$ cat config.mk
export PLATFORM = sky130hd
export DESIGN_NAME = alu_operand_pipe
export DESIGN_NICKNAME = d
export VERILOG_FILES = /design/src/rtl/alu_operand_pipe.sv
export SDC_FILE = /design/constraint.sdc
export NUM_CORES = 1
export LEC_CHECK = 0
export CORE_UTILIZATION = 44
export CTS_CLUSTER_DIAMETER = 200
export CTS_CLUSTER_SIZE = 14
export DETAILED_ROUTE_END_ITERATION = 8
export GPL_ROUTABILITY_DRIVEN = 0
export PLACE_DENSITY = 0.77
export RECOVER_POWER = 100
export SYNTH_ARGS = -nofsm -noshare
export SYNTH_HDL_FRONTEND = slang
export SYNTH_SLANG_ARGS = --single-unit
export TNS_END_PERCENT = 30
$ cat constraint.sdc
create_clock -name clk -period 2.65 [get_ports clk]
set_input_delay 0.53 -clock clk [delete_from_list [all_inputs] [get_ports clk]]
set_output_delay 0.53 -clock clk [all_outputs]
set_load 0.05 [all_outputs]
$ cat src/rtl/alu_operand_pipe.sv
// Registered ALU operand former with a 2-entry skid FIFO between decode and execute.
// Optional EX/MEM forwarding into rs/rt at push time is enabled by defining ALU_OPD_FWD_EN.
module alu_operand_pipe #(
  parameter int DATA_W = 16,
  parameter int DEPTH  = 2
) (
  input  logic              clk,
  input  logic              rst_n,
  input  logic              flush,
  input  logic              in_valid,
  output logic              in_ready,
  input  logic [15:0]       instr,
  input  logic [DATA_W-1:0] rsVal,
  input  logic [DATA_W-1:0] rtVal,
  input  logic              ex_wr_en,
  input  logic [2:0]        ex_wr_reg,
  input  logic [DATA_W-1:0] ex_wr_data,
  input  logic              mem_wr_en,
  input  logic [2:0]        mem_wr_reg,
  input  logic [DATA_W-1:0] mem_wr_data,
  output logic              out_valid,
  input  logic              out_ready,
  output logic [DATA_W-1:0] opA,
  output logic [DATA_W-1:0] opB,
  output logic              out_illegal
);

  generate
    if (DEPTH != 2 || DATA_W < 16) begin : g_bad_param
      $error("alu_operand_pipe: DEPTH must be 2 and DATA_W must be >= 16");
    end
  endgenerate

  // Valid/ready: a beat transfers on a rising edge where valid and ready are both high.
  logic [1:0]        count;
  logic              init_done;
  logic [DATA_W-1:0] tail_a;
  logic [DATA_W-1:0] tail_b;
  logic              tail_ill;
  logic [DATA_W-1:0] rs_opd;
  logic [DATA_W-1:0] rt_opd;
  logic [DATA_W-1:0] new_b;
  logic              new_ill;
  logic              push;
  logic              pop;
  logic [4:0]        op5;
  logic [2:0]        rs_idx;
  logic [2:0]        rt_idx;

  assign op5    = instr[15:11];
  assign rs_idx = instr[10:8];
  assign rt_idx = instr[7:5];

  assign in_ready  = init_done && (count != 2'd2);
  assign out_valid = (count != 2'd0);
  assign push      = in_valid && in_ready;
  assign pop       = out_valid && out_ready;

`ifdef ALU_OPD_FWD_EN
  always_comb begin
    rs_opd = rsVal;
    rt_opd = rtVal;
    if (ex_wr_en && ex_wr_reg == rs_idx)
      rs_opd = ex_wr_data;
    else if (mem_wr_en && mem_wr_reg == rs_idx)
      rs_opd = mem_wr_data;
    if (ex_wr_en && ex_wr_reg == rt_idx)
      rt_opd = ex_wr_data;
    else if (mem_wr_en && mem_wr_reg == rt_idx)
      rt_opd = mem_wr_data;
  end
`else
  logic unused_fwd;
  assign unused_fwd = ^{ex_wr_en, ex_wr_reg, ex_wr_data, mem_wr_en, mem_wr_reg, mem_wr_data};
  assign rs_opd = rsVal;
  assign rt_opd = rtVal;
`endif

  always_comb begin
    new_b   = '0;
    new_ill = 1'b0;
    casez (op5)
      5'b11011, 5'b111??:
        new_b = rt_opd;
      5'b01000, 5'b01001, 5'b10000, 5'b10001, 5'b10011:
        new_b = {{(DATA_W-5){instr[4]}}, instr[4:0]};
      5'b01010, 5'b01011, 5'b101??:
        new_b = {{(DATA_W-5){1'b0}}, instr[4:0]};
      5'b01100, 5'b01101, 5'b01111, 5'b11000, 5'b00101, 5'b00111:
        new_b = {{(DATA_W-8){instr[7]}}, instr[7:0]};
      5'b10010:
        new_b = {{(DATA_W-8){1'b0}}, instr[7:0]};
      5'b00100, 5'b00110:
        new_b = {{(DATA_W-11){instr[10]}}, instr[10:0]};
      5'b11001:
        new_b = {{(DATA_W-1){1'b0}}, 1'b1};
      5'b11010: begin
        new_b   = {{(DATA_W-1){1'b0}}, 1'b1};
        new_ill = 1'b1;
      end
      default:
        new_b = '0;
    endcase
  end

  // Head entry lives directly in the output registers; tail is the skid slot.
  always_ff @(posedge clk or negedge rst_n) begin
    if (!rst_n) begin
      count       <= 2'd0;
      init_done   <= 1'b0;
      opA         <= '0;
      opB         <= '0;
      out_illegal <= 1'b0;
      tail_a      <= '0;
      tail_b      <= '0;
      tail_ill    <= 1'b0;
    end else begin
      init_done <= 1'b1;
      if (flush) begin
        count       <= 2'd0;
        opA         <= '0;
        opB         <= '0;
        out_illegal <= 1'b0;
      end else begin
        case ({push, pop})
          2'b10: begin
            if (count == 2'd0) begin
              opA         <= rs_opd;
              opB         <= new_b;
              out_illegal <= new_ill;
              count       <= 2'd1;
            end else begin
              tail_a   <= rs_opd;
              tail_b   <= new_b;
              tail_ill <= new_ill;
              count    <= 2'd2;
            end
          end
          2'b01: begin
            if (count == 2'd2) begin
              opA         <= tail_a;
              opB         <= tail_b;
              out_illegal <= tail_ill;
              count       <= 2'd1;
            end else begin
              count <= 2'd0;
            end
          end
          2'b11: begin
            // Only reachable at count==1: the head is replaced in place.
            opA         <= rs_opd;
            opB         <= new_b;
            out_illegal <= new_ill;
          end
          default: ;
        endcase
      end
    end
  end

endmodule

# == Yosys cells after proc, flatten, opt, wreduce, memory -nomap -nowiden ==
# Index checks and enable logic that the tools add are counted.
# word_totals
regBits,69
out_inout_bits,35
elab_cells,71
# op_classes
n_eq_ne,28
n_mux,18
n_bitwise,2
n_reduce_logical,15
# op_table
cell,count
16-bit one-hot mux with 7 select lines,1
16-bit 2-to-1 mux,6
16-bit one-hot mux with 3 select lines,2
5-bit == test (second input constant),8
5-bit by 4-bit == test with 1-bit output (second input constant),7
5-bit by 3-bit == test with 1-bit output (second input constant),4
2-bit == test (second input constant),3
3-bit == test (second input constant),2
3-bit inequality test (second input constant),2
3-bit AND reduction,2
2-bit OR reduction,3
6-bit OR reduction,1
1-bit 2-to-1 mux,5
5-bit OR reduction,1
2-bit 2-to-1 mux,2
2-bit one-hot mux with 2 select lines,1
4-bit nonzero test,1
1-bit logical AND,3
1-bit one-hot mux with 3 select lines,1
3-bit nonzero test,1
3-bit OR reduction,1
2-bit by 1-bit == test with 1-bit output (second input constant),1
2-bit zero test,1
2-bit inequality test (second input constant),1
2 further kinds,3

# == Logic depth before layout (Yosys ltp) ==
# logic_depth
word_depth,6
depth_mapped,12
ltp_nobuf,10

# == Worst setup path after synthesis ==
# Ideal clock, no wire load.
# synth_path
path_type,register to register
from,register count[1]
to,register opA[0]
arrival_ps,3161
t_required_ps,2556
slack_ps,-605
stages_incl_launch_ff,10
synth_period_minus_slack_ps,3255
path_cell_list,dfrtp_1 a21boi_0 nand2_1 ha_1 o21ai_0 and3_1 buf_2 buf_1 nor2_1 a211oi_1
# synth_between
elab_chain_cells,6
word_cells_on_any_way,16
classes_between,eq/ne: 7; mux: 2; reduce/logical: 7
# synth_lines
item,line,text
from (decl),35,logic [1:0] count;
from (signal assigned),109,count <= 2'd0;
from (signal assigned),120,count <= 2'd0;
from (signal assigned),131,count <= 2'd1;
2-bit inequality test (*),54,assign in_ready = init_done && (count != 2'd2);
1-bit logical AND (*),54,
named net in_ready,11,"output logic in_ready,"
1-bit logical AND (*),56,assign push = in_valid && in_ready;
2-bit by 1-bit == test with 1-bit output / 2-bit == test (equally long branches),125,"case ({push, pop})"
3-bit inequality test (no line) (tied with other cells),--,
3-bit AND reduction (no line) / 16-bit 2-to-1 mux (equally long branches),--,
to (signal assigned),128,opA <= rs_opd;
to (signal assigned),141,opA <= tail_a;
to (signal assigned),151,opA <= rs_opd;
to (decl),23,"output logic [DATA_W-1:0] opA,"
# Mark *: on every way through the listed nets, which the timed path passes. The rest lies on a longest branch.
# A chain may end at the register's enable or synchronous reset.

# == Final worst setup path ==
# layout_path
from,input port instr[13]
to,register opB[14]
# layout_between
elab_chain_cells,6
word_cells_on_any_way,31
classes_between,eq/ne: 21; mux: 4; reduce/logical: 6
# layout_lines
item,line,text
from (decl),12,"input logic [15:0] instr,"
5-bit by 4-bit == test with 1-bit output (tied with other cells),82,casez (op5)
6-bit OR reduction (tied with other cells),82,
16-bit one-hot mux with 7 select lines (*),82,
16-bit 2-to-1 mux,127,if (count == 2'd0) begin
16-bit one-hot mux with 3 select lines (*),125,
16-bit 2-to-1 mux (*),119,if (flush) begin
to (signal assigned),129,opB <= new_b;
to (signal assigned),142,opB <= tail_b;
to (signal assigned),152,opB <= new_b;
to (decl),24,"output logic [DATA_W-1:0] opB,"
# Mark *: on every way between the ends. The rest lies on a longest branch, timed or not. The select of a mux whose other input is x is not followed.

==> results.py <==
metrics = {
    "die": {
        "start_util": 0.461,
        "dieArea_mm2": 0.00803,
        "fp.dieW_um": 89.6,
        "die_h_um": 89.6,
        "io_pins": 128,
        "rows": 31,
        "core_mm2": 0.00733,
    },
    "yosys": {
        "yosysTopAreaCell": "dfrtp_1",
        "synth_flop_cell": "dfrtp_1",
        "synth_area_leaders": "dfrtp_1, mux2i_1, mux2_2, nor2_1, a211oi_1",
        "yosysSeqAreaShare": 0.511,
        "ys_types": 46,
        "syn_area_per_cell_um2": 10.4,
        "yosys_warnings": 0,
        "synthArstFlopShare": 1.00,
        "ys_seq_elements": 69,
        "synth_edf_count": 0,
        "synth_cells": 324,
        "synth_nets": 420,
        "syn_area_mm2": 0.00338,
        "synth.top_cell.area_share": 0.511,
    },
    "sta": {
        "max_freq_ghz": 0.411,
        "slew_violations": 0,
        "timing_hold_violations_final": 0,
        "rsz0062_at_grt": "false",
        "slew_headroom": 0.212,
        "period_share": 0.918,
        "setup-tns-final_ps": 0,
        "min_period_ps": 2430,
        "worstMarginPinSlew_ps": 1180,
        "setup_viol": 0,
        "skew_ps": 4.50,
        "holdWs_ps": 390,
    },
    "placed_design": {
        "hpwl_um": 5680,
        "dp.cells": 509,
        "io_buffers": 87,
        "placed_cell_area_mm2": 0.00446,
    },
    "routing": {
        "drt-total-wl_um": 7710,
        "ant_nets": 0,
        "drt_iter0_drc": 103,
        "viasPerCell": 5.39,
        "drc": 0,
        "firstDrtPassIters": 4,
        "routedWlPerCell_um": 14.8,
        "vias": 2816,
    },
    "critical_path": {
        "cp.required_ps": 2920,
        "timing.rr.end": "tail_b[1]$_DFFE_PN0P_",
        "critical_path_depth": 7,
        "worstReg2RegStart": "count[0]$_DFFE_PN0P_",
        "slowest_stage": "dlygate4sd3_1",
        "max_stage_delay_ps": 700,
        "end_kind": "register",
        "arrival_ps": 2710,
        "crit_chain": "dlygate4sd3_1, clkbuf_1, a21oi_1, nor2_2, nand2_1, a2111oi_1, a21o_1",
        "reg2reg_slack_ps": 330,
        "r2r.worst_path.cells": 10,
        "cp_top_family": "buffers and inverters",
        "crit_type": "primary input to register",
        "cp-start-kind": "primary input",
        "critPathMaxFanout": 9,
        "critPathBufInv": 2,
    },
    "power_and_ir_drop": {
        "peakVddDrop_mv": 0.320,
        "p_per_area_mw_per_mm2": 659,
        "p_leak_uw": 0.00203,
    },
    "clock_network": {
        "numCtsBuffers": 9,
        "htreeDepth": 3,
        "cts_setup_buffers": 0,
        "tritoncts": "built",
        "path_clk_slew_ps": 70,
        "cts_buffer_depth": 2,
        "clock_sinks": 69,
        "root_buffer": "clkbuf_8",
        "clock_latency_ps": 330,
    },
    "grt": {
        "track_usage": 0.209,
        "grt_pass1_wl_um": 12700,
        "grt_max_degree": 49,
        "met2_usage": 0.348,
        "antenna_found_initial": 0,
        "grtUsageMet1": 0.265,
        "grt_pass1_vias": 2777,
        "grt_use_met3": 0.0384,
        "grt_busiest_layer": "met2",
        "grt.overflow.total": 0,
    },
    "cells_and_area": {
        "fill_cells": 605,
        "drive_gt1_frac": 0.142,
        "final_cell_mix": "dfrtp_1, clkdlybuf4s50_1, nor2_1, dlygate4sd3_1, a21oi_1",
        "fin_cells": 522,
        "syn_to_final_growth_pct": 35.8,
        "final_common_cell": "dfrtp_1",
        "fin_area_mm2": 0.00459,
        "antenna_cells": 0,
        "finish.utilization": 0.626,
        "nets": 517,
    },
    "hold_path": {
        "hp-class": "primary input to async pin",
    },
    "run": {
        "cap_viol_max_count": 0,
    },
    "run_status": {
        "status": "completed",
    },
}
==> routing by layer <==
metal,vias to the layer above,routed length [um],part of all wire
li1,1367,-,-
met2,70,3900,0.51
met4,0,167,0.022
met3,16,258,0.033
met1,1363,3390,0.44
met5,-,0,0
==> worst register-to-register path, delay by kind of cell (launching register included) <==
family                     cells  cell delay, ps
buffers and inverters          4             890
DFF                            1             430
and+or+nand+nor                3             380
AOI/OAI and AO/OA              2             300
adders and majority gates      1             240
==> cell families (layout without fill, tap and decap cells) <==
kind of cell             Yosys count  after routing  synth area share
AO/OA/AOI/OAI                     88             88             0.175
buffers and inverters             31            130            0.0441
adder cells (fa/ha/maj)            3              3            0.0111
other                              1              1           0.00111
flip-flops                        69             69             0.511
AND/OR/NAND/NOR                   97             97             0.148
XOR/XNOR                           1              1           0.00259
multiplexers                      34             34             0.107
==> state kept, by name, indices dropped and copies added, names as in the netlist <==
signal / cells
tail_b: 16
tail_a: 16
opB: 16
opA: 16
init_done: 1
tail_ill: 1
out_illegal: 1
count: 2
==> through the flow <==
step | power (uW) | worst slack [ps]
global route | 3200 | 74.8
finish | 3020 | 217
CTS | 3070 | 102
detailed placement | 2370 | -8.48
floorplan | 2010 | 127
global placement | 2330 | 59.4
==> how the worst max path moves through the flow <==
| stage | startpoint | endpoint |
|---|---|---|
| after floorplan | count[1]$_DFFE_PN0P_ | opA[0]$_DFFE_PN0P_ |
| after global placement | instr[13] | opB[12]$_DFFE_PN0P_ |
| after detailed placement | out_ready | opB[3]$_DFFE_PN0P_ |
| after CTS | count[1]$_DFFE_PN0P_ | opB[3]$_DFFE_PN0P_ |
| after global routing | rst_n | opB[14]$_DFFE_PN0P_ |
| final | instr[13] | opB[14]$_DFFE_PN0P_ |
==> cells in the mapped netlist (2+ instances only) <==
cell type / n
a21o_1: 7
and3_1: 5
buf_2: 11
a221oi_1: 3
clkbuf_1: 6
buf_1: 6
nor2_1: 40
nor3b_1: 11
mux2_2: 16
dfrtp_1: 69
a2111oi_1: 6
a211oi_1: 16
nor2b_1: 7
a21oi_1: 21
buf_6: 2
ha_1: 3
a31oi_1: 10
mux2i_1: 18
nand2_1: 19
o21ai_1: 6
or3_1: 2
a22oi_1: 4
nand2b_1: 2
o21ai_0: 8
inv_1: 5
==> what timing repair did <==
action / in CTS / in global routing
gates resized for setup: 0 / 3
hold buffers: 0 / 0
endpoints found under the setup margin: 0 / 26
==> report_power, final <==
| part | internal [uW] | switching, uW |
|---|---|---|
| logic | 380 | 502 |
| clock network | 348 | 360 |
| registers | 1300 | 129 |
| total | 2030 | 992 |
==> cell type report <==
class	count	area, um^2	share of cell area
Tap cell	99	124	0.0270
Timing Repair Buffer	112	1050	0.229
Multi-Input combinational cell	224	1510	0.330
Sequential cell	69	1730	0.376
Inverter	5	18.8	0.00409
Clock buffer	11	141	0.0308
Clock inverter	2	12.5	0.00273
Power figures use the tool's default switching activity.
